## config.mk

```make
export PLATFORM = sky130hd
export DESIGN_NAME = alu_issue_unit
export DESIGN_NICKNAME = d
export VERILOG_FILES = /design/src/rtl/alu_issue_unit_pkg.sv /design/src/rtl/alu.sv /design/src/rtl/alu_issue_unit_regfile.sv /design/src/rtl/alu_issue_unit.sv
export SDC_FILE = /design/constraint.sdc
export NUM_CORES = 1
export LEC_CHECK = 0
export ABC_AREA = 0
export ABC_CLOCK_PERIOD_IN_PS = 2000
export BUFFER_PORTS_ARGS = -buffer_cell sky130_fd_sc_hd__buf_2
export CORE_MARGIN = 5
export CORE_UTILIZATION = 52
export DETAILED_ROUTE_END_ITERATION = 16
export HOLD_SLACK_MARGIN = 0.1
export PLACE_DENSITY = 0.86
export REMOVE_ABC_BUFFERS = 1
export SYNTH_ARGS = -nofsm -noshare
export SYNTH_HDL_FRONTEND = slang
export SYNTH_SLANG_ARGS = --single-unit
```

## constraint.sdc

```tcl
create_clock -name clk -period 2 [get_ports clk]
set_input_delay 0.4 -clock clk [delete_from_list [all_inputs] [get_ports clk]]
set_output_delay 0.4 -clock clk [all_outputs]
set_load 0.02 [all_outputs]
```

## src/rtl/alu_issue_unit_pkg.sv

```systemverilog
// alu_issue_unit_pkg: op codes, FSM states and widths shared by the issue stage
package alu_issue_unit_pkg;
  localparam int WIDTH = 4;
  localparam int AW = 2;
  localparam logic [2:0] OP_AND = 3'b000;
  localparam logic [2:0] OP_NAND = 3'b001;
  localparam logic [2:0] OP_OR = 3'b010;
  localparam logic [2:0] OP_NOR = 3'b011;
  localparam logic [2:0] OP_ADD = 3'b100;
  localparam logic [2:0] OP_SUB = 3'b101;
  localparam logic [2:0] OP_SLT = 3'b110;
  localparam logic [2:0] OP_LOADI = 3'b111;
  typedef enum logic [1:0] {IDLE = 2'd0, EXEC = 2'd1, RESP = 2'd2} state_t;
endpackage

```

## src/rtl/alu.sv

```systemverilog
// alu: 4-bit signed combinational ALU (AND/NAND/OR/NOR/ADD/SUB/SLT)
module alu (
  input  logic signed [3:0] a,
  input  logic signed [3:0] b,
  input  logic [2:0]        control,
  output logic signed [3:0] res
);
  always_comb begin
    res = '0;
    case (control)
      3'b000: res = a & b;
      3'b001: res = ~(a & b);
      3'b010: res = a | b;
      3'b011: res = ~(a | b);
      3'b100: res = a + b;
      3'b101: res = a - b;
      3'b110: res = {3'b000, a < b};
      default: res = '0;
    endcase
  end
endmodule

```

## src/rtl/alu_issue_unit_regfile.sv

```systemverilog
// regfile4x4: 4x4-bit register array, one sync write port, three async read ports
module regfile4x4
  import alu_issue_unit_pkg::*;
(
  input  logic             clk,
  input  logic             reset,
  input  logic             i_we,
  input  logic [AW-1:0]    i_waddr,
  input  logic [WIDTH-1:0] i_wdata,
  input  logic [AW-1:0]    i_rs_addr,
  input  logic [AW-1:0]    i_rt_addr,
  input  logic [AW-1:0]    i_dbg_addr,
  output logic [WIDTH-1:0] o_rs_data,
  output logic [WIDTH-1:0] o_rt_data,
  output logic [WIDTH-1:0] o_dbg_data
);
  logic [WIDTH-1:0] r_mem [4];
  always_ff @(posedge clk) begin
    if (reset) r_mem <= '{default: '0};
    else if (i_we) r_mem[i_waddr] <= i_wdata;
  end
  assign o_rs_data = r_mem[i_rs_addr];
  assign o_rt_data = r_mem[i_rt_addr];
  assign o_dbg_data = r_mem[i_dbg_addr];
endmodule

```

## src/rtl/alu_issue_unit.sv

```systemverilog
// alu_issue_unit: one-at-a-time issue stage feeding the 4-bit alu with write-back
module alu_issue_unit
  import alu_issue_unit_pkg::*;
(
  input  logic             clk,
  input  logic             reset,
  input  logic             in_valid,
  output logic             in_ready,
  input  logic [2:0]       in_op,
  input  logic [AW-1:0]    in_rd,
  input  logic [AW-1:0]    in_rs,
  input  logic [AW-1:0]    in_rt,
  input  logic [WIDTH-1:0] in_imm,
  output logic             out_valid,
  input  logic             out_ready,
  output logic [WIDTH-1:0] out_data,
  output logic [AW-1:0]    out_rd,
  input  logic [AW-1:0]    dbg_addr,
  output logic [WIDTH-1:0] dbg_data
);
  state_t           r_state, w_next;
  logic [2:0]       r_op, w_ctrl;
  logic [AW-1:0]    r_rd, r_out_rd;
  logic [WIDTH-1:0] r_a, r_b, r_imm, r_out_data;
  logic [WIDTH-1:0] w_rs_data, w_rt_data, w_alu_res, w_result;
  logic             w_accept, w_we;
  always_comb begin
    w_next = r_state;
    w_accept = (r_state == IDLE) && in_valid;
    w_we = r_state == EXEC;
    w_next = w_accept ? EXEC : w_we ? RESP : (r_state == RESP && out_ready) ? IDLE : r_state;
  end
  always_ff @(posedge clk) begin
    if (reset) begin
      r_state <= IDLE;
      r_op <= '0;
      r_rd <= '0;
      r_a <= '0;
      r_b <= '0;
      r_imm <= '0;
      r_out_data <= '0;
      r_out_rd <= '0;
    end else begin
      r_state <= w_next;
      if (w_accept) begin
        r_op <= in_op;
        r_rd <= in_rd;
        r_a <= w_rs_data;
        r_b <= w_rt_data;
        r_imm <= in_imm;
      end
      if (w_we) begin
        r_out_data <= w_result;
        r_out_rd <= r_rd;
      end
    end
  end
  // LOADI must never reach the ALU as 111, so it rides through as AND
  assign w_ctrl = (r_op == OP_LOADI) ? OP_AND : r_op;
  assign w_result = (r_op == OP_LOADI) ? r_imm : w_alu_res;
  assign in_ready = r_state == IDLE;
  assign out_valid = r_state == RESP;
  assign out_data = r_out_data;
  assign out_rd = r_out_rd;
  alu u_alu (
    .a(r_a),
    .b(r_b),
    .control(w_ctrl),
    .res(w_alu_res)
  );
  regfile4x4 u_rf (
    .clk(clk),
    .reset(reset),
    .i_we(w_we),
    .i_waddr(r_rd),
    .i_wdata(w_result),
    .i_rs_addr(in_rs),
    .i_rt_addr(in_rt),
    .i_dbg_addr(dbg_addr),
    .o_rs_data(w_rs_data),
    .o_rt_data(w_rt_data),
    .o_dbg_data(dbg_data)
  );
endmodule

```

# == Word-level counts from Yosys, hierarchy flattened ==
# Cells that the tools add are included.
# classes
add_sub_neg,2
order_cmp,6
n_eq_ne,9
mux,18
bitwise,8
reduce_logical,8
# op_table
cell,n
2-to-1 mux 4 bit,8
one-hot mux 4 bit (7 select lines),1
binary-select mux 4 bit (select 2 bit),3
bitwise mux 16 bit,1
"equality test 3 bit, second input constant",4
"greater-or-equal comparator 3 bit, second input constant",4
inverter 2 -> 3 bit,4
demux 4 bit (select 2 bit),1
inverter 4 bit,2
"equality test 3 x 2 -> 1 bit, second input constant",2
adder 4 bit,1
AND 4 bit,1
less-than comparator 4 bit,1
2-to-1 mux 2 bit,2
bitwise OR 4 bit,1
subtractor 4 bit,1
"equality test 3 x 1 -> 1 bit, second input constant",1
logical AND 1 bit,3
zero test 3 bit,1
"less-than comparator 3 x 1 -> 1 bit, second input constant",1
2-to-1 mux 3 bit,1
nonzero test 3 bit,1
"equality test 2 x 1 -> 1 bit, second input constant",1
"equality test 2 bit, second input constant",1
4 further kinds,4
# word_totals
ff_bits,41
in_bits,19
output_inout_bits,12
wordCells,64

# == Longest topological paths before layout ==
# Gate-level depths: netlist of the first run.
# logic_depth
word_depth,6
mapped_depth,8
mapped_depth_nobuf,8

# == Cells and area by module ==
# From an unflattened synthesis of the first run, not the netlist that was laid out.
# hier_totals
hier_cells,230
hier_area_um2,2479.9
# by_module_without_submodules
module,n_inst,cells_per_inst,area_each_um2
alu_issue_unit,1,98,1012.2
regfile4x4,1,70,955.9
alu,1,62,511.7

# == Least setup slack after synthesis of the first run ==
# Ideal clock, no wire load.
# synth_timing
path_kind,reg-to-reg
start,reg r_a[0]
end,reg u_rf.r_mem[13] (netlist bit)
setup_time_ns,0.070
arrival_ns,1.844
t_required_ns,1.930
slack_ns,0.086
stages_incl_launch_ff,9
path_buffers,0
synth_period_minus_slack_ns,1.914
path_cell_list,dfxtp_1 inv_1 ha_1 fa_1 nand2b_1 a32oi_1 a221oi_1 nand2_1 a21oi_1
# synth_between
elab_chain_len,4
elab_cells_between_ends,5
cone_classes,add/sub: 2; mux: 3
# synth_lines
item,line_no,source
start: declaration,alu_issue_unit.sv:24,"logic [WIDTH-1:0] r_a, r_b, r_imm, r_out_data;"
start signal: assignment,alu_issue_unit.sv:48,r_a <= w_rs_data;
subtractor 4 bit / adder 4 bit (equally long branches),"alu.sv:16, alu.sv:15",
one-hot mux 4 bit (7 select lines) (*),alu.sv:10,case (control)
2-to-1 mux 4 bit (*),alu_issue_unit.sv:60,assign w_result = (r_op == OP_LOADI) ? r_imm : w_alu_res;
bitwise mux 16 bit (*),alu_issue_unit_regfile.sv:20,else if (i_we) r_mem[i_waddr] <= i_wdata;
end signal: indexed assignment,alu_issue_unit_regfile.sv:20,
end: declaration,alu_issue_unit_regfile.sv:17,logic [WIDTH-1:0] r_mem [4];
# Every way passes the cells marked *; elsewhere a longest branch is shown, timed or not.
# A chain may end at the register's enable or synchronous reset.

# == Worst setup path in the final report of the first run ==
# layout_timing
start,reg r_a[0]
end,reg u_rf.r_mem[1] (netlist bit)
# The elaborated chain is that of the path after synthesis.

==> flow_summary.toml, run 1 <==
[logic_synthesis]
synth_ff_type = "dfxtp_1"
synth_xor_area_share_pct = 1.12
syn_area_per_cell_um2 = 8.59
synth_top_family_by_area = "simple AND/OR/NAND/NOR gates"
synth_cells = 274
yosysUniqueCellTypes = 43
synth-compound-area-share_pct = 18.1
synth.area.top_cells = "dfxtp_1, mux4_2, nand2_1"
synth-edff-count = 0
yosysTopAreaCell = "dfxtp_1"
yosysSeqAreaShare_pct = 34.9
syn-cell-area_um2 = 2350
synthArstFlopShare_pct = 0
synthMuxAreaShare_pct = 11.9
ys_ff_latch = 41
synth_top_area_share_pct = 34.9
synth_fa_ha_area_share_pct = 8.08
yosys.area_share.simple_pct = 21.5
yosys_warnings = 0

[critical_path]
reg2regPathDepth = 9
worstPathArrival_ns = 2.15
critical_path.max_fanout = 5
required_ns = 2.23
crit_start = "r_a[0]$_SDFFE_PP0P_"
end_kind = "register"
path_class = "reg2reg"
reg2reg_slack_ns = 0.08
rr_startpoint = "r_a[0]$_SDFFE_PP0P_"
reg2reg_to = "u_rf.r_mem[1]$_SDFFE_PP0P_"
crit_path_start_kind = "register"

[grt]
grtUsageTotal_pct = 19.6
grt_pass1_wl_mm = 9.58
grt_overflow_total = 0
grt_pass1_vias = 2060
antenna_found_initial = 0
grt_max_degree = 28

[routing]
drt-initial-drc-count = 172
drc = 0
wl_per_cell_um = 15.8
drt_wl_total_mm = 5.72
vias = 2154
vias_per_cell = 5.93
ant_nets = 0
drt-pass1-iter-count = 4

[floorplan]
io_pins = 31
dieWidth_um = 77.3
start_util_pct = 53.7
die_h_um = 77.3
die_area_um2 = 5970
rows = 24
fp.coreArea_um2 = 4380

[finish]
fill_cells = 376
fin_cells = 363
drive_above_1_share_pct = 28.3
diodes = 0
finalInstanceArea_um2 = 2760
syn_to_final_growth_pct = 17.1
nNetsFinal = 343

[timing]
slew_headroom_pct = 60.4
min_period_ns = 1.92
period_share_pct = 96.1
worstMarginPinSlew_ns = 0.593
hold_violations = 0
setup_viol = 0
fin_skew_ns = 0.00689
slew_viol_final = 0
rsz0062_at_grt = "true"
fmax_mhz = 520

[run_status]
outcome = "finished clean"

[clock_tree]
clockBufferDepth = 2
clk_latency_ns = 0.30
root_buffer = "clkbuf_8"
numCtsBuffers = 5
clkTransAtPathRegs_ns = 0.09
cts_sinks = 41
cts_tree = "built"
ctsHtreeMaxLevel = 2
holdBufCountCts = 0

[power]
powerDensity_nw_per_um2 = 616
ir_drop_uv = 548
cellLeakagePower_nw = 1.04
finalPower_mw = 1.70

[place]
gp_congestion = 0.904
place_inst = 355
dp_hpwl_mm = 4.13
postPlaceCellArea_um2 = 2610
port_buffers = 30

[worst_hold_path]
min-delay-start = "in_imm[0]"
whs_path_depth = 3
hp-class = "in2reg"
min_to = "r_imm[0]$_SDFFE_PP0P_"

[flow_run]
cap_violations = 0
[critical path, stage by stage, from the launching register on]
cell	delay [ns]
dfxtp_2	0.36
inv_2	0.04
ha_2	0.19
fa_1	0.42
nand2b_1	0.08
a32oi_1	0.10
a221oi_2	0.27
buf_4	0.19
nand2_2	0.06
a21oi_2	0.14
[layer usage]
metal | vias to the layer above | part of all wire, % | GRT usage, % | wire (µm)
met5 | - | 0 | 0 | 0
met4 | 0 | 1.4 | 5.50 | 79
met3 | 10 | 6.7 | 4.80 | 381
met2 | 67 | 51 | 33.8 | 2940
met1 | 1038 | 41 | 24.2 | 2330
li1 | 1039 | - | - | -
[cells in the final DEF (no fill, tap or decap), drive strengths merged, types with 2 or more instances in the layout]
cell	count
nor3	9
inv	12
clkinv	2
or3	2
a21oi	28
a211oi	5
a31oi	3
buf	43
nor2b	4
or2	2
clkbuf	5
o32ai	4
fa	2
ha	12
xnor2	3
a221oi	2
nor2	21
nand2	55
o21bai	2
dfxtp	41
nand2b	5
nand3b	7
mux4	12
o21ai	11
[timing repair]
item,in CTS,in global routing
gates resized for setup,3,20
pin swaps,1,10
setup endpoints to repair,11,20
buffers inserted,0,1
[sequential cells by signal (all words and copies together) (netlist names)]
signal / count
u_rf.r_mem: 16
out_data: 4
r_a: 4
r_b: 4
r_imm: 4
r_op: 3
out_rd: 2
r_rd: 2
r_state: 2
[synthesized netlist by cell type (2+ instances only)]
cell / count
a21oi_1: 28
nor3_1: 9
o21bai_1: 2
fa_1: 2
mux4_2: 12
buf_2: 4
or2_1: 2
a31oi_1: 3
nand2_1: 55
dfxtp_1: 41
ha_1: 12
nand2b_1: 5
or3_1: 2
inv_1: 12
nor2b_1: 4
clkbuf_1: 10
o21ai_0: 4
a211oi_1: 5
xnor2_1: 3
o21ai_1: 7
nor2_1: 21
o32ai_1: 4
nand3b_1: 7
[worst max-delay path by stage]
stage | cells past startpoint | end | slack, ns
after floorplan | 8 | out_data[1]$_SDFFE_PP0P_ | 0.08
after global placement | 9 | out_data[1]$_SDFFE_PP0P_ | 0.04
after detailed placement | 9 | u_rf.r_mem[1]$_SDFFE_PP0P_ | -0.01
after CTS | 9 | u_rf.r_mem[1]$_SDFFE_PP0P_ | -0.001
after global routing | 9 | u_rf.r_mem[13]$_SDFFE_PP0P_ | -0.05
final | 9 | u_rf.r_mem[1]$_SDFFE_PP0P_ | 0.08
[final cells by class]
class	instances	area [µm²]	area share, %
Clock buffer	5	68.8	2.50
Multi-Input combinational cell	207	1480	53.9
Timing Repair Buffer	43	248	8.99
Sequential cell	41	827	30.0
Tap cell	52	65.1	2.36
Clock inverter	3	17.5	0.636
Inverter	12	45.0	1.63
[where the power goes]
part           total (mW)  internal, mW  leakage [nW]  switching, mW
combinational       0.274         0.113         0.657          0.161
sequential          0.876         0.846         0.336         0.0304
clock               0.546         0.241        0.0439          0.305
total                1.70          1.20          1.04          0.496
[logic make-up (layout without fill, tap and decap cells)]
logic type | count (synthesis) | in the layout
simple gates | 111 | 111
flops | 41 | 41
fa+ha+maj | 14 | 14
xor+xnor | 3 | 3
compound gates | 66 | 66
buf+inv | 26 | 63
mux | 13 | 13
[through the flow]
stage,util [%],worst slack (ns),setup TNS [ns],hold slack (ns)
2_1_floorplan,-,0.0786,0,0.425
3_3_place_gp,59.5,0.0355,0,0.443
3_5_place_dp,59.5,-0.0113,-0.0147,0.452
4_1_cts,61.7,-0.00125,-0.00125,0.326
5_1_grt,62.8,-0.0515,-0.260,0.332
6_report,62.8,0.0770,0,0.327
Note: power is estimated with default switching activity, not from simulation.
==> run 2, diff against run 1 <==
--- a/config.mk
+++ b/config.mk
@@ -9,10 +9,11 @@
 export ABC_CLOCK_PERIOD_IN_PS = 2000
 export BUFFER_PORTS_ARGS = -buffer_cell sky130_fd_sc_hd__buf_2
 export CORE_MARGIN = 5
-export CORE_UTILIZATION = 52
+export CORE_UTILIZATION = 54
+export CTS_BUF_LIST = sky130_fd_sc_hd__clkbuf_8
 export DETAILED_ROUTE_END_ITERATION = 16
 export HOLD_SLACK_MARGIN = 0.1
-export PLACE_DENSITY = 0.86
+export PLACE_DENSITY = 0.88
 export REMOVE_ABC_BUFFERS = 1
 export SYNTH_ARGS = -nofsm -noshare
 export SYNTH_HDL_FRONTEND = slang
==> flow_summary.toml, run 2 (synthesized netlist as in run 1, its figures left out) <==
[critical_path]
required_ns = 2.23
end_kind = "register"
critical_path.max_fanout = 4
reg2regPathDepth = 8
worstPathArrival_ns = 2.17
crit_path_start_kind = "register"
path_class = "reg2reg"

[place]
place_ws_ns = -0.0540
gp_congestion = 0.933
port_buffers = 30
dp_hpwl_mm = 4.21

[grt]
grtUsageTotal_pct = 20.1
grtUsageMet1_pct = 23.1
grt_pass1_wl_mm = 9.47
grt-busiest-layer = "met2"
antenna_found_initial = 0
grt_overflow_total = 0
grt_pass1_vias = 2061
grtUsageMet2_pct = 35.0
met3_usage_pct = 4.73
grt_max_degree = 28

[finish]
drive_above_1_share_pct = 26.9
final_cell_mix = "nand2_1, dfxtp_1, buf_2"
nNetsFinal = 343
regMostFlops = "u_rf.r_mem"
diodes = 0
finish.utilization_pct = 63.9
largest_reg_flops = 16
syn_to_final_growth_pct = 16.6
final_common_cell = "nand2_1"

[clock_tree]
clockBufferDepth = 2
ctsHtreeMaxLevel = 2
numCtsBuffers = 5
cts_sinks = 41
cts_tree = "built"
clk_latency_ns = 0.29
root_buffer = "clkbuf_8"
clkTransAtPathRegs_ns = 0.08

[worst_hold_path]
hp-class = "in2reg"
whs_path_depth = 3

[routing]
drt-initial-drc-count = 192
wl_per_cell_um = 16.0
vias = 2120
drt-pass1-iter-count = 4
drt_wl_total_mm = 5.79
ant_nets = 0
vias_per_cell = 5.87
drc = 0

[power]
powerDensity_nw_per_um2 = 603
ir_drop_uv = 537
cellLeakagePower_nw = 1.03

[timing]
hold_violations = 0
fin_skew_ns = 0.00669
min_period_ns = 1.94
rsz0062_at_grt = "true"
setup_viol = 0
fmax_mhz = 515
period_share_pct = 97.1
slew_viol_final = 0
setup_ws_ns = 0.0572
slew_headroom_pct = 60.8
worstMarginPinSlew_ns = 0.588

[floorplan]
dieWidth_um = 76.0
start_util_pct = 54.8
rows = 24
io_pins = 31
die_h_um = 76.0
fp.coreArea_um2 = 4290
die_area_um2 = 5780

[run_status]
outcome = "finished clean"

[flow_run]
cap_violations = 0
run 2: cell count changes in the layout (fill, tap and decap cells not counted), sizes merged:
cell / delta
clkinv: -1
clkinvlp: -1
run 2: routing by layer:
metal,vias up,wire length (µm)
li1,1040,-
met1,972,2290
met2,92,2940
met3,16,408
met4,0,146
met5,-,0
run 2: where the power goes:
part | internal, mW | switching, mW
registers | 0.846 | 0.0337
clock network | 0.230 | 0.275
logic | 0.113 | 0.159
total | 1.19 | 0.467
run 2: worst paths after layout:
check | slack, ns | end | from
hold / removal | 0.34 | r_imm[2]$_SDFFE_PP0P_ | in_imm[2]
hold reg to reg | 0.46 | out_rd[0]$_SDFFE_PP0P_ | out_rd[0]$_SDFFE_PP0P_
setup / recovery | 0.06 | u_rf.r_mem[7]$_SDFFE_PP0P_ | r_b[2]$_SDFFE_PP0P_
setup reg to reg | 0.06 | u_rf.r_mem[7]$_SDFFE_PP0P_ | r_b[2]$_SDFFE_PP0P_
run 2: area by class of cell:
class / count / area [µm²]
Timing Repair Buffer: 43 / 248
Multi-Input combinational cell: 207 / 1480
Clock inverter: 1 / 5.00
Inverter: 12 / 45.0
Fill cell: 364 / 1550
Clock buffer: 5 / 68.8
Tap cell: 52 / 65.1
Sequential cell: 41 / 830
run 2: worst max-delay path, cell delays in order, from the launching register on:
cell and delay [ns]:
dfxtp_2 0.33, inv_1 0.06, ha_2 0.18, or3b_4 0.39, o221a_1 0.23, a221oi_2 0.27, a2bb2oi_1 0.10, buf_4 0.17
o21ai_1 0.13
run 2: timing repair:
| action | 4_1_cts | 5_1_grt |
|---|---|---|
| pin swaps | 1 | 6 |
| hold buffers | 0 | 0 |
| gates resized for setup | 2 | 19 |
| buffers inserted | 0 | 1 |
| setup endpoints to repair | 6 | 20 |
run 2: per-stage QoR:
step | hold WS, ns | TNS [ns] | area [µm²] | power [mW] | std cells
2_1_floorplan | 0.425 | 0 | 2300 | 1.05 | 260
3_3_place_gp | 0.442 | 0 | 2600 | 1.15 | 354
3_5_place_dp | 0.453 | -0.166 | 2600 | 1.16 | 354
4_1_cts | 0.330 | -0.00109 | 2680 | 1.65 | 360
5_1_grt | 0.342 | -0.109 | 2750 | 1.73 | 361
6_report | 0.337 | 0 | 2750 | 1.66 | 361
